File: src/rtl/vga_pkg.sv
// Shared VGA timing constants, RGB332 field layout and helpers for the derived timing points.
package vga_pkg;

    localparam int CLK_DIV  = 4;
    localparam int H_ACTIVE = 640;
    localparam int H_FP     = 16;
    localparam int H_SYNC   = 96;
    localparam int H_BP     = 48;
    localparam int V_ACTIVE = 480;
    localparam int V_FP     = 10;
    localparam int V_SYNC   = 2;
    localparam int V_BP     = 33;

    localparam int CNT_W = 10;
    localparam int R_W   = 3;
    localparam int G_W   = 3;
    localparam int B_W   = 2;
    localparam int RGB_W = R_W + G_W + B_W;

    typedef struct packed {
        logic [R_W-1:0] r;
        logic [G_W-1:0] g;
        logic [B_W-1:0] b;
    } rgb_t;

    function automatic int span_total(int act, int fp, int sync, int bp);
        return act + fp + sync + bp;
    endfunction

    function automatic int sync_start(int act, int fp);
        return act + fp;
    endfunction

    function automatic int sync_end(int act, int fp, int sync);
        return act + fp + sync - 1;
    endfunction

    localparam int H_TOTAL  = span_total(H_ACTIVE, H_FP, H_SYNC, H_BP);
    localparam int V_TOTAL  = span_total(V_ACTIVE, V_FP, V_SYNC, V_BP);
    localparam int HS_START = sync_start(H_ACTIVE, H_FP);
    localparam int HS_END   = sync_end(H_ACTIVE, H_FP, H_SYNC);
    localparam int VS_START = sync_start(V_ACTIVE, V_FP);
    localparam int VS_END   = sync_end(V_ACTIVE, V_FP, V_SYNC);

endpackage

File: src/rtl/vga_timing_pix_en_gen.sv
// Clock-enable divider: one-clock pix_en pulse every DIV system clocks.
module pix_en_gen #(
    parameter int DIV = 4
) (
    input  logic clk,
    input  logic rst_n,
    output logic pix_en
);
    localparam int W = (DIV > 1) ? $clog2(DIV) : 1;
    localparam logic [W-1:0] LAST = W'(DIV - 1);

    logic [W-1:0] div;

    assign pix_en = (div == LAST);

    always_ff @(posedge clk or negedge rst_n) begin
        if (!rst_n)
            div <= '0;
        else if (pix_en)
            div <= '0;
        else
            div <= div + 1'b1;
    end
endmodule

File: src/rtl/vga_timing.sv
// VGA beam counters, sync/active decode and the one-pixel output register stage.
module vga_timing #(
    parameter int CLK_DIV  = vga_pkg::CLK_DIV,
    parameter int H_ACTIVE = vga_pkg::H_ACTIVE,
    parameter int H_FP     = vga_pkg::H_FP,
    parameter int H_SYNC   = vga_pkg::H_SYNC,
    parameter int H_BP     = vga_pkg::H_BP,
    parameter int V_ACTIVE = vga_pkg::V_ACTIVE,
    parameter int V_FP     = vga_pkg::V_FP,
    parameter int V_SYNC   = vga_pkg::V_SYNC,
    parameter int V_BP     = vga_pkg::V_BP
) (
    input  logic                      clk,
    input  logic                      rst_n,
    output logic [vga_pkg::CNT_W-1:0] sx,
    output logic [vga_pkg::CNT_W-1:0] sy,
    output logic                      de,
    output logic                      pix_en,
    output logic                      frame_start,
    input  logic [vga_pkg::RGB_W-1:0] rgb_in,
    output logic [vga_pkg::R_W-1:0]   vga_r,
    output logic [vga_pkg::G_W-1:0]   vga_g,
    output logic [vga_pkg::B_W-1:0]   vga_b,
    output logic                      vga_hs,
    output logic                      vga_vs
);
    import vga_pkg::*;

    localparam logic [CNT_W-1:0] H_LAST = CNT_W'(span_total(H_ACTIVE, H_FP, H_SYNC, H_BP) - 1);
    localparam logic [CNT_W-1:0] V_LAST = CNT_W'(span_total(V_ACTIVE, V_FP, V_SYNC, V_BP) - 1);
    localparam logic [CNT_W-1:0] H_ACT  = CNT_W'(H_ACTIVE);
    localparam logic [CNT_W-1:0] V_ACT  = CNT_W'(V_ACTIVE);
    localparam logic [CNT_W-1:0] HS_LO  = CNT_W'(sync_start(H_ACTIVE, H_FP));
    localparam logic [CNT_W-1:0] HS_HI  = CNT_W'(sync_end(H_ACTIVE, H_FP, H_SYNC));
    localparam logic [CNT_W-1:0] VS_LO  = CNT_W'(sync_start(V_ACTIVE, V_FP));
    localparam logic [CNT_W-1:0] VS_HI  = CNT_W'(sync_end(V_ACTIVE, V_FP, V_SYNC));

    logic hs_raw;
    logic vs_raw;
    rgb_t pix;

    pix_en_gen #(.DIV(CLK_DIV)) u_pix_en (
        .clk    (clk),
        .rst_n  (rst_n),
        .pix_en (pix_en)
    );

    always_ff @(posedge clk or negedge rst_n) begin
        if (!rst_n) begin
            sx <= '0;
            sy <= '0;
        end else if (pix_en) begin
            if (sx == H_LAST) begin
                sx <= '0;
                sy <= (sy == V_LAST) ? '0 : sy + 1'b1;
            end else begin
                sx <= sx + 1'b1;
            end
        end
    end

    assign de          = (sx < H_ACT) && (sy < V_ACT);
    assign frame_start = pix_en && (sx == '0) && (sy == '0);
    assign hs_raw      = !((sx >= HS_LO) && (sx <= HS_HI));
    assign vs_raw      = !((sy >= VS_LO) && (sy <= VS_HI));

    // Colour and sync share one register stage so they leave the chip aligned.
    always_ff @(posedge clk or negedge rst_n) begin
        if (!rst_n) begin
            pix    <= '0;
            vga_hs <= 1'b1;
            vga_vs <= 1'b1;
        end else if (pix_en) begin
            pix    <= de ? rgb_t'(rgb_in) : '0;
            vga_hs <= hs_raw;
            vga_vs <= vs_raw;
        end
    end

    assign vga_r = pix.r;
    assign vga_g = pix.g;
    assign vga_b = pix.b;
endmodule

File: config.mk
export PLATFORM = sky130hd
export DESIGN_NAME = vga_timing
export DESIGN_NICKNAME = d
export VERILOG_FILES = /design/src/rtl/vga_pkg.sv /design/src/rtl/vga_timing_pix_en_gen.sv /design/src/rtl/vga_timing.sv
export SDC_FILE = /design/constraint.sdc
export NUM_CORES = 1
export LEC_CHECK = 0
export ABC_AREA = 1
export ABC_CLOCK_PERIOD_IN_PS = 1800
export BUFFER_PORTS_ARGS = -buffer_cell sky130_fd_sc_hd__buf_2
export CORE_MARGIN = 3
export CORE_UTILIZATION = 53
export CTS_CLUSTER_DIAMETER = 200
export DETAILED_ROUTE_END_ITERATION = 8
export MAX_ROUTING_LAYER = met4
export PLACE_DENSITY_LB_ADDON = 0.15
export SYNTH_ARGS = -nofsm -noshare
export SYNTH_HDL_FRONTEND = slang
export SYNTH_SLANG_ARGS = --single-unit
File: constraint.sdc
create_clock -name clk -period 1.8 [get_ports clk]
set_input_delay 0.09 -clock clk [delete_from_list [all_inputs] [get_ports clk]]
set_output_delay 0.09 -clock clk [all_outputs]
set_load 0.02 [all_outputs]
==> summary.txt <==
Status = finished, violations left
Failing checks = hold timing
Pwr per Cell Area = 567 nW/um^2
CP dominant cell by count = inv_1
# DRC = 0
Detailed Route WL = 3850 um
CP peak stage delay = 0.45 ns
CTS tree = yes
Post-Syn Area = 1750 sq um
Clock sinks = 32
Area grow syn2layout = 20.0%
H-tree depth = 2
Die Area = 4030 sq um
Seq/Total Area, Yosys = 45.9%
Fin worst setup slack = 0.0660 ns
HP Class = in -> reg
Cts bufs inserted = 5
Finished Core Util = 67.7%
CP max FO = 6
Register area = 805 sq um
Die width = 63.5 um
Max cap viols = 0
Ranking of synthesized cells by area = dfrtp_1 (43%), nand2_1 (13%), nor2_1 (6.0%), inv_1 (5.4%), o21ai_0 (4.0%)
Root Buffer = clkbuf_4
Placed insts = 306
Slew at the pin closest to its max-slew limit = 0.682 ns
Crit-path cells = inv_1 -> ha_1 -> inv_1 -> nor3_1 -> nand4_1 -> nor2_1 -> buf_2
Final setup violation count = 0
First-pass GRT wire length = 6830 um
CP Launch Type = flop
DR WL/cell = 12.1 um
Total number of vias = 1,595
Clock Path Buffers = 2
Crit path required time = 1.71 ns
Initial antenna violation count = 0
First-pass DRT Iterations = 5
GR Util All Layers = 22.4%
First DRT Iteration DRCs = 36
Fin crit share = 96.3%
Crit Path Class = reg -> out
Ant. Diodes = 0
Largest net degree at the start of global routing = 33
Final Max Tran Viols = 0
Antenna Nets Post-Route = 0
Fmax = 0.577 GHz
RSZ-0062 raised after global routing = true
Synthesized flop and latch total = 32
Core ar. = 3100 sq um
Warnings, synthesis = 0
Max_slew headroom = 54.5%
Synthesized instance count = 224
I/O pin cnt = 43
Avg Vias per Cell = 5.02
Net Count, Synth = 239
Port bufs = 42
Avg Cell Area, Syn = 7.81 sq um
Final Non-Filler Cells = 318
Nets = 288
Die Span Y = 63.5 um
Starting Density = 56.4%
Skew-Pair Late Insertion Delay = 0.34 ns
Worst EP arrival = 1.64 ns
Worst VDD drop = 0.438 mV
Share of cells above drive strength 1 = 23.4%
GRT overflow = 0
Critical Path Sink Type = output port
Worst Hold Slack = -0.00256 ns
Crit path from = sy[0]
Vias in the first global route = 1,521
Post-synth cell types = 27
Post-synth top area cell = dfrtp_1
Clock-pin slew on the worst setup and hold paths = 0.10 ns
Footprint of the multi-input gates = 820 sq um
Min Tclk post-route = 1.73 ns
Place WS = 0.229 ns
Hold Crit Start = rgb_in[1]
Row Count = 20
Worst R2R Start = sx[0]
DP Wirelength = 2820 um
Fill count = 278
Crit-path slowest cell = dfrtp_2
Worst Skew = 0.00783 ns
LEAKAGE = 1.09 nW
Final hold violations = 2
Post-synth top area share = 42.9%
Gpl congestion = 0.844
-- power by group --
group          switching (W)  total [W]  internal (W)
logic              0.0000355  0.0000565     0.0000210
registers         0.00000410   0.000732      0.000728
clock network       0.000253   0.000403      0.000150
total               0.000293    0.00119      0.000898
-- state kept, by name, indices dropped and copies added (netlist names) --
name / flops
sx: 10
sy: 10
vga_g: 3
vga_r: 3
u_pix_en.div: 2
vga_b: 2
vga_hs: 1
vga_vs: 1
-- placed cells by master, fill, tap and decap left out --
master	instances
nor2_1	28
inv_1	25
nor4_1	1
nor3_4	1
dfstp_2	2
xor2_1	7
inv_2	2
a21oi_1	2
clkbuf_4	5
dlygate4sd3_1	3
xnor2_1	1
nand2_4	1
clkinv_4	1
nand2_2	1
buf_2	42
buf_4	3
nand2_1	59
nor2_8	1
nand3b_1	1
nand4_1	9
nor3_1	7
o21ai_1	6
o21bai_1	1
clkinv_2	2
dfrtp_1	29
ha_1	4
dfrtp_2	1
ha_4	1
nor2_2	1
nand3_1	13
o21ai_0	14
-- cells by family after synthesis --
group                    Yosys count  synth area share (%)
adder cells (fa/ha/maj)            5                  3.58
AO/OA/AOI/OAI                     23                  6.72
AND/OR/NAND/NOR                  123                  31.8
buffers and inverters             33                  7.94
flip-flops                        32                  45.9
XOR/XNOR                           8                  4.01
-- worst paths after layout --
kind | end | slack [ns] | cells after the start
max | frame_start | 0.07 | 7
min | vga_b[1] | -0.003 | 3
max reg2reg | sy[2] | 0.23 | 8
min reg2reg | vga_r[2] | 0.49 | 2
max in group asynchronous | sy[0] | 1.01 | 2
min in group asynchronous | vga_b[0] | 0.32 | 2
-- Yosys cell counts --
cell and count:
nor4_1 1, nand4_1 9, buf_6 1, ha_1 5
o21ai_1 6, nor3_1 7, buf_2 3, inv_2 2
dfstp_2 2, nand3_1 13, buf_4 1, o21bai_1 1
nor2_8 1, nand2_1 59, xor2_1 7, nor3_4 1
buf_1 1, nand3b_1 1, xnor2_1 1, dfrtp_1 30
a21oi_1 2, nand2_2 1, o21ai_0 14, nor2_1 28
inv_1 25, nor2_2 1, nand2_4 1
-- area by class of cell --
| cell class | instances | area share [%] |
|---|---|---|
| clock buffers | 5 | 1.79 |
| clock inverters | 3 | 0.894 |
| inverters | 27 | 4.83 |
| multi-input cells | 159 | 39.0 |
| flip-flops and latches | 32 | 38.3 |
| well taps | 44 | 2.62 |
| repair buffers | 48 | 12.5 |
-- per-layer routing --
| layer | routed length, um | GRT usage [%] | up-vias |
|---|---|---|---|
| met2 | 1750 | 35.2 | 49 |
| met4 | 36 | 5.12 | 0 |
| li1 | - | - | 814 |
| met5 | 0 | - | - |
| met1 | 1850 | 28.9 | 727 |
| met3 | 218 | 6.24 | 5 |
-- worst max-delay path, delay by kind of cell (launching register included) --
| kind | cells | cell delay (ns) |
|---|---|---|
| fa+ha+maj | 1 | 0.15 |
| simple gates | 3 | 0.38 |
| flops | 1 | 0.45 |
| buf+inv | 3 | 0.32 |
-- through the flow --
| step | total power [W] | setup TNS, ns | area (sq um) |
|---|---|---|---|
| 2_1_floorplan | 0.000764 | 0 | 1750 |
| 3_3_place_gp | 0.000798 | 0 | 1990 |
| 5_1_grt | 0.00125 | -0.0799 | 2100 |
| 3_5_place_dp | 0.000798 | 0 | 1990 |
| 4_1_cts | 0.00120 | 0 | 2080 |
| 6_report | 0.00119 | 0 | 2100 |
-- repair_timing --
| item | 4_1_cts | 5_1_grt |
|---|---|---|
| endpoints found under the hold margin | 32 | 0 |
| setup endpoints to repair | 1 | 2 |
| setup buffers | 0 | 1 |
| resized for setup | 1 | 2 |
| hold buffers | 3 | 0 |
(Power assumes the default switching activity.)
